File: config.mk
export PLATFORM = sky130hd
export DESIGN_NAME = timer16
export DESIGN_NICKNAME = d
export VERILOG_FILES = /design/src/rtl/timer16.sv
export SDC_FILE = /design/constraint.sdc
export NUM_CORES = 1
export LEC_CHECK = 0
export ABC_AREA = 1
export CORE_MARGIN = 4
export CORE_UTILIZATION = 31
export DETAILED_ROUTE_END_ITERATION = 16
export GPL_TIMING_DRIVEN = 0
export PLACE_DENSITY_LB_ADDON = 0.15
export SLEW_MARGIN = 20
export SYNTH_ARGS = -nofsm -noshare
export SYNTH_HDL_FRONTEND = slang
export SYNTH_SLANG_ARGS = --single-unit
export TNS_END_PERCENT = 50
File: constraint.sdc
create_clock -name clk -period 2.5 [get_ports clk]
set_input_delay 0.25 -clock clk [delete_from_list [all_inputs] [get_ports clk]]
set_output_delay 0.25 -clock clk [all_outputs]
set_load 0.05 [all_outputs]
File: src/rtl/timer16.sv
// 16-bit programmable down-counting timer with prescaler, periodic/one-shot modes,
// a one-cycle terminal-count interrupt and a sampled count readback register.
module timer16 #(
  parameter int unsigned PRESCALE    = 1,
  parameter bit          AUTO_RELOAD = 1'b1
) (
  input  logic        clk,
  input  logic        rst,
  input  logic        timer_cs,
  input  logic        timer_wr,
  input  logic        timer_start,
  input  logic        timer_rd,
  input  logic [15:0] timer_datain,
  output logic [15:0] timer_value,
  output logic        timer_INT
);

  localparam logic [15:0] PsLast = 16'(PRESCALE - 1);

  typedef enum logic [1:0] {StIdle, StLoad, StRun, StDone} state_e;

  state_e      r_state, w_state_d;
  logic [15:0] r_reload, r_count, r_pscnt, r_value;
  logic [15:0] w_count_d, w_pscnt_d, w_reload_next;
  logic        r_int, w_int_d;
  logic        w_run_en, w_wr_en, w_rd_en, w_tick;

  assign w_run_en      = timer_cs & timer_start;
  assign w_wr_en       = timer_cs & timer_wr;
  assign w_rd_en       = timer_cs & timer_rd;
  // A write on the same edge as a reload wins over the stored value.
  assign w_reload_next = w_wr_en ? timer_datain : r_reload;
  assign w_tick        = (r_state == StRun) && (r_pscnt == PsLast);

  always_comb begin
    w_state_d = r_state;
    w_count_d = r_count;
    w_pscnt_d = r_pscnt;
    w_int_d   = 1'b0;
    unique case (r_state)
      StIdle: begin
        w_pscnt_d = '0;
        if (w_run_en) w_state_d = StLoad;
      end
      StLoad: begin
        w_count_d = w_reload_next;
        w_pscnt_d = '0;
        w_state_d = StRun;
      end
      StRun: begin
        // Stop takes priority over a coincident terminal tick: no pulse, count holds.
        if (!w_run_en) begin
          w_pscnt_d = '0;
          w_state_d = StIdle;
        end else if (w_tick) begin
          w_pscnt_d = '0;
          if (r_count != 16'd1) begin
            w_count_d = r_count - 16'd1;
          end else begin
            w_int_d = 1'b1;
            if (AUTO_RELOAD) begin
              w_count_d = w_reload_next;
            end else begin
              w_count_d = '0;
              w_state_d = StDone;
            end
          end
        end else begin
          w_pscnt_d = r_pscnt + 16'd1;
        end
      end
      StDone: begin
        w_pscnt_d = '0;
        w_count_d = '0;
        if (!w_run_en) w_state_d = StIdle;
      end
      default: w_state_d = StIdle;
    endcase
  end

  always_ff @(posedge clk or negedge rst) begin
    if (!rst) begin
      r_state  <= StIdle;
      r_reload <= '0;
      r_count  <= '0;
      r_pscnt  <= '0;
      r_value  <= '0;
      r_int    <= 1'b0;
    end else begin
      r_state <= w_state_d;
      r_count <= w_count_d;
      r_pscnt <= w_pscnt_d;
      r_int   <= w_int_d;
      if (w_wr_en) r_reload <= timer_datain;
      if (w_rd_en) r_value <= r_count;
    end
  end

  assign timer_value = r_value;
  assign timer_INT   = r_int;

endmodule

==> run summary, run 1 <==
Final #Nets - 589
Status - completed
Chip width - 118.2 um
Detail Placement HPWL - 7.371 mm
CTS tree - done
Final hold vios - 0
P_leak - 0.002145 uW
Total power - 3649 uW
First-pass GRT wire length - 16.30 mm
Combinational fraction of design power - 0.293
Slew Limit Fails - 0
Type of the tightest min-delay check - primary input to asynchronous set/reset pin
Max incr delay on CP - 420 ps
Pwr dens - 789.5 mW/mm^2
Setup TNS - 0 ps
Initial antenna violation count - 0
Max-slew headroom - 0.6663
Starting Density - 0.3229
Final Critical Period - 1866 ps
CTS H-tree depth - 3
Flop pwr share - 0.393
Layout cells sized above 1 - 0.09347
Drt drc - 0
Commonest non-fill, non-tap cell in the layout - nand2_1
Most frequent CP cell - a21oi_1
Fin area - 0.004622 mm^2
Routed Antenna Nets - 0
Seq/Total Area, Yosys - 0.4452
RSZ-0062 raised after global routing - false
Non-filler cells, final - 710
CTS max path bufs - 2
Post-Syn Area - 0.003766 mm^2
Place WS - 502.1 ps
RePlAce Congestion - 0.8796
Via count - 3331
Switching power - 1321 uW
Worst Setup End Kind - flip-flop
Initial DRC count - 236
#FFs+latches synth - 67
Total CTS buffers - 9
Rows - 39
Total Wirelength - 9.612 mm
Clock power share - 0.313
DP Area - 0.004350 mm^2
Setup-failing EPs final - 0
Critical Path Start Type - flip-flop
PnR worst setup slack - 634.0 ps
Vias in the first global route - 3152
Largest net degree at the start of global routing - 42
All-layer global routing usage - 0.1446
Synth Net Count - 538
Leading area contributor after synthesis - dfrtp_1
Yosys cell types - 33
Inst Count DP - 694
Top cells by area, synth - dfrtp_1 45%, nand2_1 11%, nor2_1 7.5%
Vias per cell - 4.692
Commonest non-fill, non-tap cells in the layout - 112 x nand2_1, 75 x nor2_1, 73 x inv_1
Area Overhead vs Synth - 22.72%
CP required - 2710 ps
Cells after synthesis - 512
Crit Path Max Fanout - 10
CP max stage cell - dfrtp_1
Root Buffer Master - clkbuf_16
Cell Int Power - 2328 uW
Core Area - 0.01166 mm^2
Syn_area_per_cell - 7.356 um^2
DIE HEIGHT - 118.2 um
Maximum capacitance violations - 0
Critical-path cell list - inv_1, ha_1, nand3_1, nor2_1, nand3_2, buf_2, a21oi_1, a21oi_1
Setup bufs post-CTS - 0
Asr flop ratio synth - 1.000
Crit path buffers/inverters - 2
VDD IR max - 270.6 uV
IO Pins - 39
Switching share of power - 0.3619
Clock skew - 5.041 ps
Fmax - 535.9 MHz
PortBufs - 38
Clock latency on the worst-skew pair - 330 ps
Data arrival, critical path - 2070 ps
Synth top area share - 0.4452
GR Overflow Total - 0
DR WL/cell - 13.54 um
Synth Flop Type - dfrtp_1
Worst slew pin tran - 499.0 ps
Pre-antenna DRT Iters - 5
Die area - 0.01398 mm^2
Clk pin slew, worst setup/hold paths - 50 ps
Final period utilization - 0.7464
Setup Crit Path Kind - flip-flop to flip-flop
Post-synth EDFFs - 0
Critical path's top delay family - simple AND/OR/NAND/NOR gates
CTS sink count - 67
Syn. warnings - 0
Number of diodes - 0
worst reg2reg max path: stages, from the launching register on:
cell	delay, ps
dfrtp_1	420
inv_1	70
ha_1	180
nand3_1	80
nor2_1	220
nand3_2	200
buf_2	250
a21oi_1	220
a21oi_1	90
per-layer routing:
layer / up-vias / share of wire / track usage
met1: 1502 / 0.54 / 0.2218
met5: - / 0 / 0
met4: 0 / 0.0089 / 0.05861
li1: 1730 / - / -
met3: 7 / 0.059 / 0.02818
met2: 92 / 0.39 / 0.1965
power groups by stage:
| stage | Sequential [uW] | Combinational, uW | Clock (uW) |
|---|---|---|---|
| floorplan | 1650 | 484 | 0 |
| global placement | 1450 | 1060 | 0 |
| detailed placement | 1450 | 1070 | 0 |
| CTS | 1430 | 1080 | 1180 |
| global route | 1460 | 1180 | 1240 |
| finish | 1440 | 1070 | 1140 |
through the flow:
step	utilization	hold WS (ps)
final	0.3963	389.4
after detailed placement	0.3730	205.0
after global routing	0.3963	419.5
after CTS	0.3963	404.1
after floorplan	-	-45.59
after global placement	0.3709	467.6
registers in the layout, indices dropped and copies added (netlist names):
register,cells
r_count,16
timer_INT,1
r_state,2
timer_value,16
r_reload,16
r_pscnt,16
area by class of cell:
| type | instances | area (um^2) |
|---|---|---|
| buffer | 11 | 63.81 |
| timing repair buffer | 40 | 415.4 |
| inverter | 76 | 285.3 |
| sequential | 67 | 1677 |
| clock inverter | 3 | 15.01 |
| fill | 1218 | 7041 |
| multi-input combinational | 358 | 1740 |
| tap | 143 | 178.9 |
| clock buffer | 12 | 246.5 |
timing repair:
item / 4_1_cts / 5_1_grt
hold endpoints to repair: 26 / 0
gates resized for setup: 0 / 0
hold buffers: 1 / 0
synthesized netlist by cell type, types with 3 or more instances:
cell,count
inv_1,73
o21ai_2,3
buf_2,3
nand2_1,112
clkbuf_1,5
nand4_1,5
ha_1,4
nand2_2,4
nor2_2,6
nand3_1,52
mux2_2,3
nor2_1,75
o21ai_1,5
a21oi_1,29
nor2_4,4
dfrtp_1,67
o21ai_0,25
xor2_1,4
nor3_1,12
a21oi_2,3
path summary, 6_finish.rpt:
check                                from        endpoint  slack [ps]  cells after the start
min in group clk           timer_value[5]  timer_value[5]         480                      2
min                                   rst     r_pscnt[10]         390                      2
max in group asynchronous             rst      r_count[2]        1580                      3
max                            r_pscnt[0]     r_count[11]         630                      8
min reg2reg                timer_value[5]  timer_value[5]         480                      2
max reg2reg                    r_pscnt[0]     r_count[11]         630                      8
cell families after synthesis:
family | synth area share
AOI/OAI and AO/OA | 0.09834
DFF | 0.4452
adders and majority gates | 0.01329
muxes | 0.01296
and+or+nand+nor | 0.3282
buffers and inverters | 0.09269
xor gates and xnor gates | 0.009301
Power figures use the tool's default switching activity.
==> run 2, diff against run 1 <==
==> constraint.sdc (replaced) <==
create_clock -name clk -period 1.8 [get_ports clk]
set_input_delay 0.18 -clock clk [delete_from_list [all_inputs] [get_ports clk]]
set_output_delay 0.18 -clock clk [all_outputs]
set_load 0.05 [all_outputs]
==> run summary, run 2 (synthesis gave the netlist of run 1 again) <==
Status - completed
Fmax - 582.2 MHz (+8.6%)
Setup Crit Path Kind - flip-flop to flip-flop
Critical Path Start Type - flip-flop
Pre-antenna DRT Iters - 5 (unchanged)
Final hold vios - 0 (unchanged)
DP Area - 0.004350 mm^2 (unchanged)
Final Critical Period - 1718 ps (-148.3 ps)
Vias per cell - 4.692 (about the same)
Clock latency on the worst-skew pair - 330 ps (about the same)
Slew Limit Fails - 0 (unchanged)
All-layer global routing usage - 0.1450 (+0.0004048)
Place WS - -127.9 ps (-630.0 ps)
Worst slew pin tran - 530.3 ps (+31.33 ps)
Setup-failing EPs final - 0 (unchanged)
Core Area - 0.01166 mm^2 (unchanged)
Cell Int Power - 3238 uW (+39%)
Total power - 5083 uW (+39%)
Chip width - 118.2 um (unchanged)
Starting Density - 0.3229 (unchanged)
Layout cells sized above 1 - 0.1160 (+0.02252)
Routed Antenna Nets - 0 (unchanged)
Switching power - 1845 uW (+40%)
Fin Hold WS - 318.0 ps (-71.43 ps)
Final #Nets - 591 (+0.34%)
Switching share of power - 0.3630 (+0.001051)
Largest net degree at the start of global routing - 42 (unchanged)
Commonest non-fill, non-tap cells in the layout - 111 x nand2_1, 71 x nor2_1, 70 x inv_1
First-pass GRT wire length - 16.35 mm (+0.30%)
DIE HEIGHT - 118.2 um (unchanged)
Initial antenna violation count - 0 (unchanged)
Clk pin slew, worst setup/hold paths - 50 ps (about the same)
GR Overflow Total - 0 (unchanged)
Detail Placement HPWL - 7.371 mm (unchanged)
Combinational fraction of design power - 0.295 (+0.002)
RePlAce Congestion - 0.8796 (unchanged)
PortBufs - 38 (unchanged)
Crit Path Max Fanout - 10 (unchanged)
Number of diodes - 0 (unchanged)
RSZ-0062 raised after global routing - true
Rows - 39 (unchanged)
Area Overhead vs Synth - 24.19%
Drt drc - 0 (unchanged)
IO Pins - 39 (unchanged)
Maximum capacitance violations - 0 (unchanged)
Max-slew headroom - 0.6465 (-0.01984)
Total CTS buffers - 9 (unchanged)
Root Buffer Master - clkbuf_16
PnR worst setup slack - 82.28 ps (-551.7 ps)
CTS H-tree depth - 3 (unchanged)
P_leak - 0.002157 uW (+0.57%)
Clock skew - 3.579 ps (-1.462 ps)
Clock power share - 0.313 (about the same)
Vias in the first global route - 3167 (+0.48%)
CTS sink count - 67 (unchanged)
Flop pwr share - 0.392 (about the same)
Fin area - 0.004677 mm^2 (+1.2%)
CP required - 2060 ps (-650 ps)
VDD IR max - 364.5 uV (+35%)
Via count - 3341 (+0.30%)
Final period utilization - 0.9543 (+0.2079)
Finished Core Util - 0.4010 (+0.004721)
Die area - 0.01398 mm^2 (unchanged)
DR WL/cell - 13.60 um (+0.48%)
Total Wirelength - 9.685 mm (+0.76%)
Type of the tightest min-delay check - primary input to asynchronous set/reset pin
CTS tree - done
Data arrival, critical path - 1970 ps (-100 ps)
Commonest non-fill, non-tap cell in the layout - nand2_1
Worst Setup End Kind - flip-flop
Initial DRC count - 238 (+0.85%)
Pwr dens - 1087 mW/mm^2 (+38%)
CTS max path bufs - 2 (unchanged)
run 2: changes by cell type in the layout (fill, tap and decap cells not counted), moves of 2 or more:
cell     previous run  this run
nor2_1             75        71
inv_1              73        70
inv_2               2         5
nor2_2              6         9
a21oi_1            29        27
a21oi_2             3         5
buf_4               2         4
run 2: area by class of cell:
class	instances	area (um^2)
timing repair buffer	42	430.4
clock buffer	12	246.5
tap	143	178.9
sequential	67	1677
inverter	76	285.3
multi-input combinational	358	1778
clock inverter	3	15.01
fill	1217	6985
buffer	11	66.31
run 2: power by group through the flow:
| stage | clock [uW] | combinational, uW | sequential [uW] |
|---|---|---|---|
| 2_1_floorplan | 0 | 672 | 2300 |
| 3_3_place_gp | 0 | 1480 | 2010 |
| 3_5_place_dp | 0 | 1490 | 2020 |
| 4_1_cts | 1640 | 1500 | 1990 |
| 5_1_grt | 1720 | 1660 | 2040 |
| 6_report | 1590 | 1500 | 1990 |
run 2: path summary, 6_finish.rpt:
check	startpoint	endpoint	slack (ps)	depth (start not counted)
min	rst	r_pscnt[10]	320	2
max	r_count[0]	r_count[8]	80	8
max in group asynchronous	rst	r_count[2]	950	3
min in group clk	timer_value[5]	timer_value[5]	480	2
min reg2reg	timer_value[5]	timer_value[5]	480	2
max reg2reg	r_count[0]	r_count[8]	80	8
run 2: stage by stage:
step | std cells | setup TNS, ps
after global routing | 712 | -25.37
after floorplan | 512 | 0
after detailed placement | 694 | -1045
final | 712 | 0
after CTS | 710 | 0
after global placement | 693 | -130800
run 2: layer usage:
layer	track usage	wire, um	vias to the layer above
li1	-	-	1735
met1	0.2221	5223	1504
met2	0.1976	3789	91
met3	0.02818	527	11
met4	0.05861	144	0
met5	0	0	-
run 2: timing repair:
action | 4_1_cts | 5_1_grt
endpoints found under the setup margin | 3 | 18
gates resized for setup | 1 | 14
setup buffers | 0 | 2
pin swaps | 0 | 1
hold endpoints to repair | 26 | 0
hold buffers | 1 | 0
run 2: worst max-delay path, stage by stage (launching register included):
cell and delay, ps:
dfrtp_1 470, ha_1 250, nand3_1 130, nor2_4 180, nand2_4 90, buf_6 160, nand3_1 130, nand3_1 90
a21oi_1 140
